<file path="src/rtl/sector_write_scheduler_pkg.sv">
// Shared definitions for the sector write scheduler.
//   state_e      : one-hot FSM encodings (illegal encodings recover to IDLE)
//   SECTOR_BYTES : bytes per ping-pong half
//   HALF_LO/HI   : half indices (0 = bytes 0-511, 1 = bytes 512-1023)
//   is_busy()    : states in which the scheduler reports BUSY
package sector_write_scheduler_pkg;

    typedef enum logic [5:0] {
        ST_IDLE      = 6'b000001,
        ST_WAIT_BUF  = 6'b000010,
        ST_REQ       = 6'b000100,
        ST_WAIT_DONE = 6'b001000,
        ST_RELEASE   = 6'b010000,
        ST_HALT      = 6'b100000
    } state_e;

    localparam int SECTOR_BYTES = 512;
    localparam int HALF_LO      = 0;
    localparam int HALF_HI      = 1;

    function automatic logic is_busy(input state_e s);
        return (s == ST_REQ) || (s == ST_WAIT_DONE) || (s == ST_RELEASE);
    endfunction

endpackage

</file>
<file path="src/rtl/sector_write_scheduler_pending.sv">
// sector_pending_tracker: records which buffer half holds a full sector.
//   clk, rst_n      : clock, async active-low reset
//   ena             : low clears pending flags (OVERRUN is sticky and kept)
//   bufready_pump   : per-half "sector full" level from the pump; rising edge marks pending
//   clr_en, clr_idx : release of one half by the scheduler
//   pending         : per-half pending flags
//   overrun         : sticky; a half was refilled before it was released
module sector_pending_tracker
    import sector_write_scheduler_pkg::*;
(
    input  logic       clk,
    input  logic       rst_n,
    input  logic       ena,
    input  logic [1:0] bufready_pump,
    input  logic       clr_en,
    input  logic       clr_idx,
    output logic [1:0] pending,
    output logic       overrun
);

    logic [1:0] bufready_q;
    logic [1:0] pending_q, pending_d;
    logic       overrun_q, overrun_d;
    logic [1:0] rise, clr;

    always_comb begin
        rise          = bufready_pump & ~bufready_q;
        clr           = 2'b00;
        clr[HALF_LO]  = clr_en & (clr_idx == 1'b0);
        clr[HALF_HI]  = clr_en & (clr_idx == 1'b1);
        // A rise landing in the release cycle of the same half is a legal
        // refill: the set wins and it is not an overrun.
        pending_d     = (pending_q & ~clr) | rise;
        overrun_d     = overrun_q | (|(rise & pending_q & ~clr));
        if (!ena) begin
            pending_d = 2'b00;
            overrun_d = overrun_q;
        end
    end

    always_ff @(posedge clk or negedge rst_n) begin
        if (!rst_n) begin
            bufready_q <= 2'b00;
            pending_q  <= 2'b00;
            overrun_q  <= 1'b0;
        end else begin
            bufready_q <= bufready_pump;
            pending_q  <= pending_d;
            overrun_q  <= overrun_d;
        end
    end

    assign pending = pending_q;
    assign overrun = overrun_q;

endmodule

</file>
<file path="src/rtl/sector_write_scheduler.sv">
// sector_write_scheduler: issues one write per full ping-pong half, in strict
// half order, with ascending LBAs, retries, and per-half release toggles.
//   CLK, RST        : clock, async active-low reset
//   ENA             : run enable; low returns to IDLE (lba / counters kept)
//   BUFREADY_PUMP   : per-half full indication from the pump
//   BUFWAITING      : per-half toggle on release
//   WR_REQ/HALF/LBA : write command to the storage writer, held until WR_ACK
//   WR_ACK/DONE/ERR : writer handshake
//   SECTORS_WRITTEN : successful sector count
//   OVERRUN, FAULT  : sticky error flags
//   BUSY            : command in flight (REQ, WAIT_DONE, RELEASE)
// Optional: define SCHED_TIMEOUT_EN to add a WAIT_DONE watchdog of
// TIMEOUT_CYCLES cycles that is treated as a failed write.
module sector_write_scheduler
    import sector_write_scheduler_pkg::*;
#(
    parameter logic [31:0] START_LBA      = 32'd0,
    parameter logic [31:0] MAX_SECTORS    = 32'hFFFF_FFFF,
    parameter int          RETRY_MAX      = 2,
    parameter logic [23:0] TIMEOUT_CYCLES = 24'd1_000_000
) (
    input  logic        CLK,
    input  logic        RST,
    input  logic        ENA,
    input  logic [1:0]  BUFREADY_PUMP,
    output logic [1:0]  BUFWAITING,
    output logic        WR_REQ,
    output logic        WR_HALF,
    output logic [31:0] WR_LBA,
    input  logic        WR_ACK,
    input  logic        WR_DONE,
    input  logic        WR_ERR,
    output logic [31:0] SECTORS_WRITTEN,
    output logic        OVERRUN,
    output logic        FAULT,
    output logic        BUSY
);

    localparam logic [7:0] RETRY_MAX_C = 8'(RETRY_MAX);

    state_e      state_q, state_d;
    logic        next_half_q, next_half_d;
    logic [31:0] lba_q, lba_d;
    logic [7:0]  retry_q, retry_d;
    logic [31:0] attempted_q, attempted_d;
    logic [31:0] written_q, written_d;
    logic [1:0]  bufwaiting_q, bufwaiting_d;
    logic        wr_req_q, wr_req_d;
    logic        fault_q, fault_d;
    logic        failed_q, failed_d;   // current sector gave up after all attempts
    logic        busy_q, busy_d;
    logic        done_ev, done_err;
    logic [1:0]  pending;
`ifdef SCHED_TIMEOUT_EN
    logic [23:0] tmo_q, tmo_d;
`endif

    sector_pending_tracker u_pending (
        .clk           (CLK),
        .rst_n         (RST),
        .ena           (ENA),
        .bufready_pump (BUFREADY_PUMP),
        .clr_en        (state_q == ST_RELEASE),
        .clr_idx       (next_half_q),
        .pending       (pending),
        .overrun       (OVERRUN)
    );

    always_comb begin
        state_d      = state_q;
        next_half_d  = next_half_q;
        lba_d        = lba_q;
        retry_d      = retry_q;
        attempted_d  = attempted_q;
        written_d    = written_q;
        bufwaiting_d = bufwaiting_q;
        fault_d      = fault_q;
        failed_d     = failed_q;
        done_ev      = 1'b0;
        done_err     = 1'b0;

        case (state_q)
            ST_IDLE:     if (ENA) state_d = ST_WAIT_BUF;
            ST_WAIT_BUF: if (pending[next_half_q]) state_d = ST_REQ;
            ST_REQ: begin
                if (WR_ACK) begin
                    state_d = ST_WAIT_DONE;
                    // ACK and DONE together: handled as ACK then DONE
                    done_ev  = WR_DONE;
                    done_err = WR_ERR;
                end
            end
            ST_WAIT_DONE: begin
                done_ev  = WR_DONE;
                done_err = WR_ERR;
`ifdef SCHED_TIMEOUT_EN
                if (tmo_q == TIMEOUT_CYCLES - 24'd1) begin
                    done_ev  = 1'b1;
                    done_err = WR_DONE ? WR_ERR : 1'b1;
                end
`endif
            end
            ST_RELEASE: begin
                bufwaiting_d[next_half_q] = ~bufwaiting_q[next_half_q];
                next_half_d = ~next_half_q;
                lba_d       = lba_q + 32'd1;   // wraps to 0 naturally
                if (!failed_q) written_d = written_q + 32'd1;
                retry_d     = 8'd0;
                failed_d    = 1'b0;
                attempted_d = attempted_q + 32'd1;
                if (MAX_SECTORS != 32'd0 && attempted_d == MAX_SECTORS)
                    state_d = ST_HALT;
                else
                    state_d = ST_WAIT_BUF;
            end
            ST_HALT:     state_d = ST_HALT;
            default:     state_d = ST_IDLE;
        endcase

        if (done_ev) begin
            if (!done_err) begin
                state_d = ST_RELEASE;
            end else if (retry_q < RETRY_MAX_C) begin
                retry_d = retry_q + 8'd1;
                state_d = ST_REQ;
            end else begin
                fault_d  = 1'b1;
                failed_d = 1'b1;
                state_d  = ST_RELEASE;
            end
        end

        // ENA low overrides everything; the session sector count restarts
        // so MAX_SECTORS applies afresh after re-enable.
        if (!ENA) begin
            state_d     = ST_IDLE;
            next_half_d = 1'b0;
            retry_d     = 8'd0;
            failed_d    = 1'b0;
            attempted_d = 32'd0;
        end

        wr_req_d = (state_d == ST_REQ);
        busy_d   = is_busy(state_d);
`ifdef SCHED_TIMEOUT_EN
        tmo_d = (state_q == ST_WAIT_DONE && state_d == ST_WAIT_DONE) ? tmo_q + 24'd1 : 24'd0;
`endif
    end

    always_ff @(posedge CLK or negedge RST) begin
        if (!RST) begin
            state_q      <= ST_IDLE;
            next_half_q  <= 1'b0;
            lba_q        <= START_LBA;
            retry_q      <= 8'd0;
            attempted_q  <= 32'd0;
            written_q    <= 32'd0;
            bufwaiting_q <= 2'b00;
            wr_req_q     <= 1'b0;
            fault_q      <= 1'b0;
            failed_q     <= 1'b0;
            busy_q       <= 1'b0;
`ifdef SCHED_TIMEOUT_EN
            tmo_q        <= 24'd0;
`endif
        end else begin
            state_q      <= state_d;
            next_half_q  <= next_half_d;
            lba_q        <= lba_d;
            retry_q      <= retry_d;
            attempted_q  <= attempted_d;
            written_q    <= written_d;
            bufwaiting_q <= bufwaiting_d;
            wr_req_q     <= wr_req_d;
            fault_q      <= fault_d;
            failed_q     <= failed_d;
            busy_q       <= busy_d;
`ifdef SCHED_TIMEOUT_EN
            tmo_q        <= tmo_d;
`endif
        end
    end

    // Command fields are qualified by WR_REQ so every output is 0 in reset
    // even when START_LBA is non-zero.
    assign WR_REQ          = wr_req_q;
    assign WR_HALF         = wr_req_q & next_half_q;
    assign WR_LBA          = wr_req_q ? lba_q : 32'd0;
    assign BUFWAITING      = bufwaiting_q;
    assign SECTORS_WRITTEN = written_q;
    assign FAULT           = fault_q;
    assign BUSY            = busy_q;

endmodule

</file>
<file path="config.mk">
export PLATFORM = sky130hd
export DESIGN_NAME = sector_write_scheduler
export DESIGN_NICKNAME = d
export VERILOG_FILES = /design/src/rtl/sector_write_scheduler_pkg.sv /design/src/rtl/sector_write_scheduler_pending.sv /design/src/rtl/sector_write_scheduler.sv
export SDC_FILE = /design/constraint.sdc
export NUM_CORES = 1
export LEC_CHECK = 0
export ABC_AREA = 1
export BUFFER_PORTS_ARGS = -buffer_cell sky130_fd_sc_hd__clkbuf_2
export CORE_AREA = 2 2 115 117
export CTS_CLUSTER_SIZE = 10
export DETAILED_ROUTE_END_ITERATION = 7
export DIE_AREA = 0 0 117 119
export HOLD_SLACK_MARGIN = 0.15
export PLACE_DENSITY_LB_ADDON = 0.2
export SLEW_MARGIN = 0
export SYNTH_ARGS = -nofsm -noshare
export SYNTH_HDL_FRONTEND = slang
export SYNTH_SLANG_ARGS = --single-unit
</file>
<file path="constraint.sdc">
create_clock -name CLK -period 2.7 [get_ports CLK]
set_input_delay 0 -clock CLK [delete_from_list [all_inputs] [get_ports CLK]]
set_output_delay 0 -clock CLK [all_outputs]
set_load 0.01 [all_outputs]
</file>
==> impl_results.html <==
<table>
<tr><th>Metric</th><th>Value</th></tr>
<tr><th colspan="2">Global route</th></tr>
<tr><td>Via count of the first global-routing pass</td><td>5683</td></tr>
<tr><td>Total congestion overflow after global routing</td><td>0</td></tr>
<tr><td>Global-route usage over all layers</td><td>23.67%</td></tr>
<tr><td>Global-route wire length before repair</td><td>26080 um</td></tr>
<tr><td>Initial antenna violation count</td><td>0</td></tr>
<tr><td>Maximum number of pins on one net before global-route repair</td><td>90</td></tr>
<tr><th colspan="2">Finish</th></tr>
<tr><td>Area growth from synthesis to layout</td><td>19.98%</td></tr>
<tr><td>Fraction of layout cells with a size suffix above 1</td><td>14.36%</td></tr>
<tr><td>Final design area excluding fillers</td><td>0.008145 mm^2</td></tr>
<tr><td># diodes</td><td>0</td></tr>
<tr><td>Number of fill cells in the layout</td><td>1149</td></tr>
<tr><td>Net count, final</td><td>1010</td></tr>
<tr><td>Final cell count without fillers</td><td>1186</td></tr>
<tr><th colspan="2">Clock tree</th></tr>
<tr><td>Maximum root-to-sink buffer count</td><td>2</td></tr>
<tr><td>Source-to-sink clock delay at the later pin of the worst-skew pair</td><td>0.41 ns</td></tr>
<tr><td>Clock tree root buffer cell</td><td>clkbuf_16</td></tr>
<tr><td>Clock tree from TritonCTS</td><td>done</td></tr>
<tr><td>Total clock buffers created by CTS</td><td>17</td></tr>
<tr><td>Setup repair bufs after CTS</td><td>0</td></tr>
<tr><td>Sinks on Clock Net</td><td>122</td></tr>
<tr><td>H-tree lvl count</td><td>4</td></tr>
<tr><td>Resized cells post-CTS</td><td>0</td></tr>
<tr><td>Worst-path clk slew</td><td>0.05 ns</td></tr>
<tr><td>Hold-fix buffer count after cts</td><td>11</td></tr>
<tr><th colspan="2">Floorplan</th></tr>
<tr><td>Initial core utilization</td><td>52.73%</td></tr>
<tr><td>Chip height</td><td>119 um</td></tr>
<tr><td>Horizontal die dimension</td><td>117 um</td></tr>
<tr><td>Full die area</td><td>0.01392 mm^2</td></tr>
<tr><td>Floorplan Core Area</td><td>0.01287 mm^2</td></tr>
<tr><td>Number of core rows</td><td>42</td></tr>
<tr><td>Number of I/O pins</td><td>79</td></tr>
<tr><th colspan="2">Critical path</th></tr>
<tr><td>CP dominant cell by count</td><td>nand2_1</td></tr>
<tr><td>CP cell instances</td><td>nor2_2 &gt; nand2_1 &gt; nor3_1 &gt; a21oi_1 &gt; nor2_1 &gt; nand3_1 &gt; dlygate4sd3_1 &gt; nand2_1</td></tr>
<tr><td>Slowest cell delay on critical path</td><td>0.59 ns</td></tr>
<tr><td>Worst reg-to-reg setup slack</td><td>0.35 ns</td></tr>
<tr><td>Endpoint arrival time on the critical path</td><td>2.70 ns</td></tr>
<tr><td>Cell with the largest stage delay on the worst path</td><td>dlygate4sd3_1</td></tr>
<tr><td>Crit start category</td><td>register</td></tr>
<tr><td>Worst Reg-to-Reg Cells</td><td>8</td></tr>
<tr><td>Worst reg2reg path endpoint</td><td>FAULT</td></tr>
<tr><td>Largest fanout of any net on the critical path</td><td>4</td></tr>
<tr><td>Critical Path Sink Type</td><td>register</td></tr>
<tr><td>Data required time at the worst endpoint</td><td>3.05 ns</td></tr>
<tr><td>Critical register-to-register path startpoint</td><td>state_q[1]</td></tr>
<tr><td>Worst setup path category</td><td>register to register</td></tr>
<tr><th colspan="2">Power and ir drop</th></tr>
<tr><td>PD cells</td><td>525.3 mW/mm^2</td></tr>
<tr><td>Net switching fraction of the power</td><td>20.56%</td></tr>
<tr><td>Internal power summed over all cells</td><td>3399 uW</td></tr>
<tr><td>Part of the power in the clock network</td><td>54.1%</td></tr>
<tr><td>Share of power burned in combinational logic</td><td>2.6%</td></tr>
<tr><td>Switching power total</td><td>879.8 uW</td></tr>
<tr><td>Pleak</td><td>0.004170 uW</td></tr>
<tr><td>Peak supply drop</td><td>0.4282 mV</td></tr>
<tr><td>Sequential share of power</td><td>43.2%</td></tr>
<tr><th colspan="2">Logic synthesis</th></tr>
<tr><td>Net count of the mapped netlist</td><td>908</td></tr>
<tr><td>Share of flip-flops with an asynchronous set or reset</td><td>100.0%</td></tr>
<tr><td>Yosys warning total</td><td>0</td></tr>
<tr><td>Post-synth EDFFs</td><td>0</td></tr>
<tr><td>Number of cells produced by synthesis</td><td>895</td></tr>
<tr><td>Number of distinct library cells after synthesis</td><td>37</td></tr>
<tr><td>Netlist area before placement</td><td>0.006789 mm^2</td></tr>
<tr><td>Dominant register cell in the synthesized netlist</td><td>dfrtp_1</td></tr>
<tr><td>Sequential area share after synthesis</td><td>44.99%</td></tr>
<tr><td>Mean instance size in the synthesized netlist</td><td>7.585 um^2</td></tr>
<tr><td>Synth Register Bits</td><td>122</td></tr>
<tr><th colspan="2">Drt</th></tr>
<tr><td>Vias after detailed routing</td><td>5958</td></tr>
<tr><td>Post-route ant nets</td><td>0</td></tr>
<tr><td>Detailed Route Iter0 Violations</td><td>430</td></tr>
<tr><td>Number of detailed-routing iterations run before antenna repair</td><td>5</td></tr>
<tr><td>Final WL</td><td>15360 um</td></tr>
<tr><td>Via density</td><td>5.024</td></tr>
<tr><td>Post-detailed-route DRC marker count</td><td>0</td></tr>
<tr><td>Average routed wire per standard cell</td><td>12.95 um</td></tr>
<tr><th colspan="2">STA</th></tr>
<tr><td>Maximum achievable frequency</td><td>425.0 MHz</td></tr>
<tr><td>Setup WS post-layout</td><td>0.3468 ns</td></tr>
<tr><td>Fin Setup TNS</td><td>0 ns</td></tr>
<tr><td>Count of endpoints failing setup in the final report</td><td>0</td></tr>
<tr><td>Setup clock skew after layout</td><td>0.008088 ns</td></tr>
<tr><td>Hold Violations, Final</td><td>0</td></tr>
<tr><td>Final critical-path required period</td><td>2.353 ns</td></tr>
<tr><td>Fraction of the cycle the final worst path needs</td><td>87.16%</td></tr>
<tr><td>Transition time at the pin with the least slew margin</td><td>0.7593 ns</td></tr>
<tr><td>Unrepaired setup endpoints after global routing</td><td>false</td></tr>
<tr><td>Normalized max-slew margin</td><td>49.32%</td></tr>
<tr><td>Number of max-slew violations in the final report</td><td>0</td></tr>
<tr><th colspan="2">Placement</th></tr>
<tr><td>Number of placed cells counting well taps</td><td>1143</td></tr>
<tr><td>Post-Place Setup Slack</td><td>0.4645 ns</td></tr>
<tr><td>HPWL Detailed</td><td>11140 um</td></tr>
<tr><td>Number of buffers added on ports</td><td>78</td></tr>
<tr><td>Final RePlAce weighted congestion</td><td>0.9392</td></tr>
<tr><td>Placed cell area</td><td>0.007411 mm^2</td></tr>
<tr><th colspan="2">Run status</th></tr>
<tr><td>Result of the run</td><td>finished, final reports clean</td></tr>
<tr><th colspan="2">Min path</th></tr>
<tr><td>Path class of the lowest-slack min-delay path</td><td>input pin to register</td></tr>
<tr><td>Depth of the worst hold-timing path</td><td>2</td></tr>
<tr><td>Hold path startpoint</td><td>BUFREADY_PUMP[1]</td></tr>
<tr><td>Worst Hold Endpoint</td><td>u_pending.bufready_q[1]</td></tr>
<tr><th colspan="2">Run</th></tr>
<tr><td>Number of max-cap violations</td><td>0</td></tr>
</table>
[cells by family (layout without fill, tap and decap cells)]
group                      Yosys count  after routing  synth area share [%]
xor gates and xnor gates            67             67                 8.644
AOI/OAI and AO/OA                   54             54                 4.608
adders and majority gates            5              5                0.9215
DFF                                122            122                 44.99
buffers and inverters              148            263                 8.293
and+or+nand+nor                    499            499                 32.55
[area by class of cell]
type | instances | area (um^2) | area share, %
Clock buffer | 21 | 470.5 | 5.776
Clock inverter | 11 | 143.9 | 1.767
Tap cell | 176 | 220.2 | 2.704
Timing Repair Buffer | 96 | 578.1 | 7.097
Inverter | 135 | 506.7 | 6.221
Multi-Input combinational cell | 625 | 3172 | 38.94
Sequential cell | 122 | 3054 | 37.50
[registers in the layout (all words and copies together), names as in the netlist, 2 cells and up]
name and cells:
retry_q 8, BUFWAITING 2, u_pending.bufready_q 2, attempted_q 32
lba_q 32, SECTORS_WRITTEN 32, u_pending.pending 2, state_q 6
[worst max-delay path by stage]
stage / to / from / depth (start not counted)
finish: FAULT / state_q[1] / 8
global route: FAULT / state_q[1] / 8
CTS: FAULT / state_q[1] / 8
detailed placement: lba_q[26] / state_q[1] / 10
global placement: lba_q[26] / state_q[1] / 10
floorplan: SECTORS_WRITTEN[27] / state_q[1] / 11
[layer usage]
layer / part of all wire [%] / vias to the layer above / wire length [um] / GRT usage [%]
li1: - / 3019 / - / -
met1: 48 / 2759 / 7413 / 32.44
met2: 46 / 151 / 7019 / 36.81
met3: 4.3 / 29 / 654 / 5.598
met4: 1.7 / 0 / 268 / 8.088
met5: 0 / - / 0 / 0
[power by group through the flow]
stage,Sequential [uW],Combinational (uW),Clock (uW)
floorplan,1880,38.5,0
global placement,1880,101,0
detailed placement,1880,102,0
CTS,1850,116,2370
global route,1850,128,2460
finish,1850,112,2320
[cells in the mapped netlist (5+ instances only)]
library cell | number | area share (%)
nor4_1 | 6 | 0.55
nand3_1 | 44 | 3.2
nor2_4 | 5 | 0.83
nor3_1 | 25 | 1.8
o22ai_1 | 20 | 1.8
xnor2_1 | 24 | 3.1
ha_1 | 5 | 0.92
nand2_1 | 270 | 15
nand4_1 | 16 | 1.5
dfrtp_1 | 121 | 45
inv_1 | 132 | 7.3
o21ai_0 | 22 | 1.6
a21oi_1 | 6 | 0.44
xor2_1 | 43 | 5.5
nor2_1 | 109 | 6.0
clkbuf_1 | 12 | 0.66
[cell usage in the layout, fill, tap and decap left out, drive strengths merged]
cell type    Yosys  final
a21o             1      1
clkbuf          12     98
bufinv           0      3
xor2            43     43
ha               5      5
o221a            1      1
dlygate4sd3      0     10
buf              1      9
clkinvlp         0      1
dfstp            1      1
o22ai           20     20
o41ai            1      1
nor2           119    119
nor3            31     31
nand2          274    274
nand3b           3      3
xnor2           24     24
and2             2      2
o21a             1      1
nand4           19     19
clkinv           1      8
o21ai           23     23
inv            134    134
dfrtp          121    121
nand3           45     45
a211oi           1      1
nor4             6      6
a21oi            6      6
[through the flow]
step	util, %	total power, uW	hold slack [ns]
detailed placement	57.56	1984	-0.001504
global route	63.27	4437	0.2454
finish	63.27	4279	0.2531
global placement	57.56	1982	-0.008932
floorplan	-	1919	-0.2956
CTS	63.27	4331	0.2388
[worst max-delay path, delay by kind of cell, from the launching register on]
kind / cells / cell delay, ns
simple gates: 6 / 1.15
buf+inv: 1 / 0.59
flops: 1 / 0.41
compound gates: 1 / 0.15
Power figures use the tool's default switching activity.
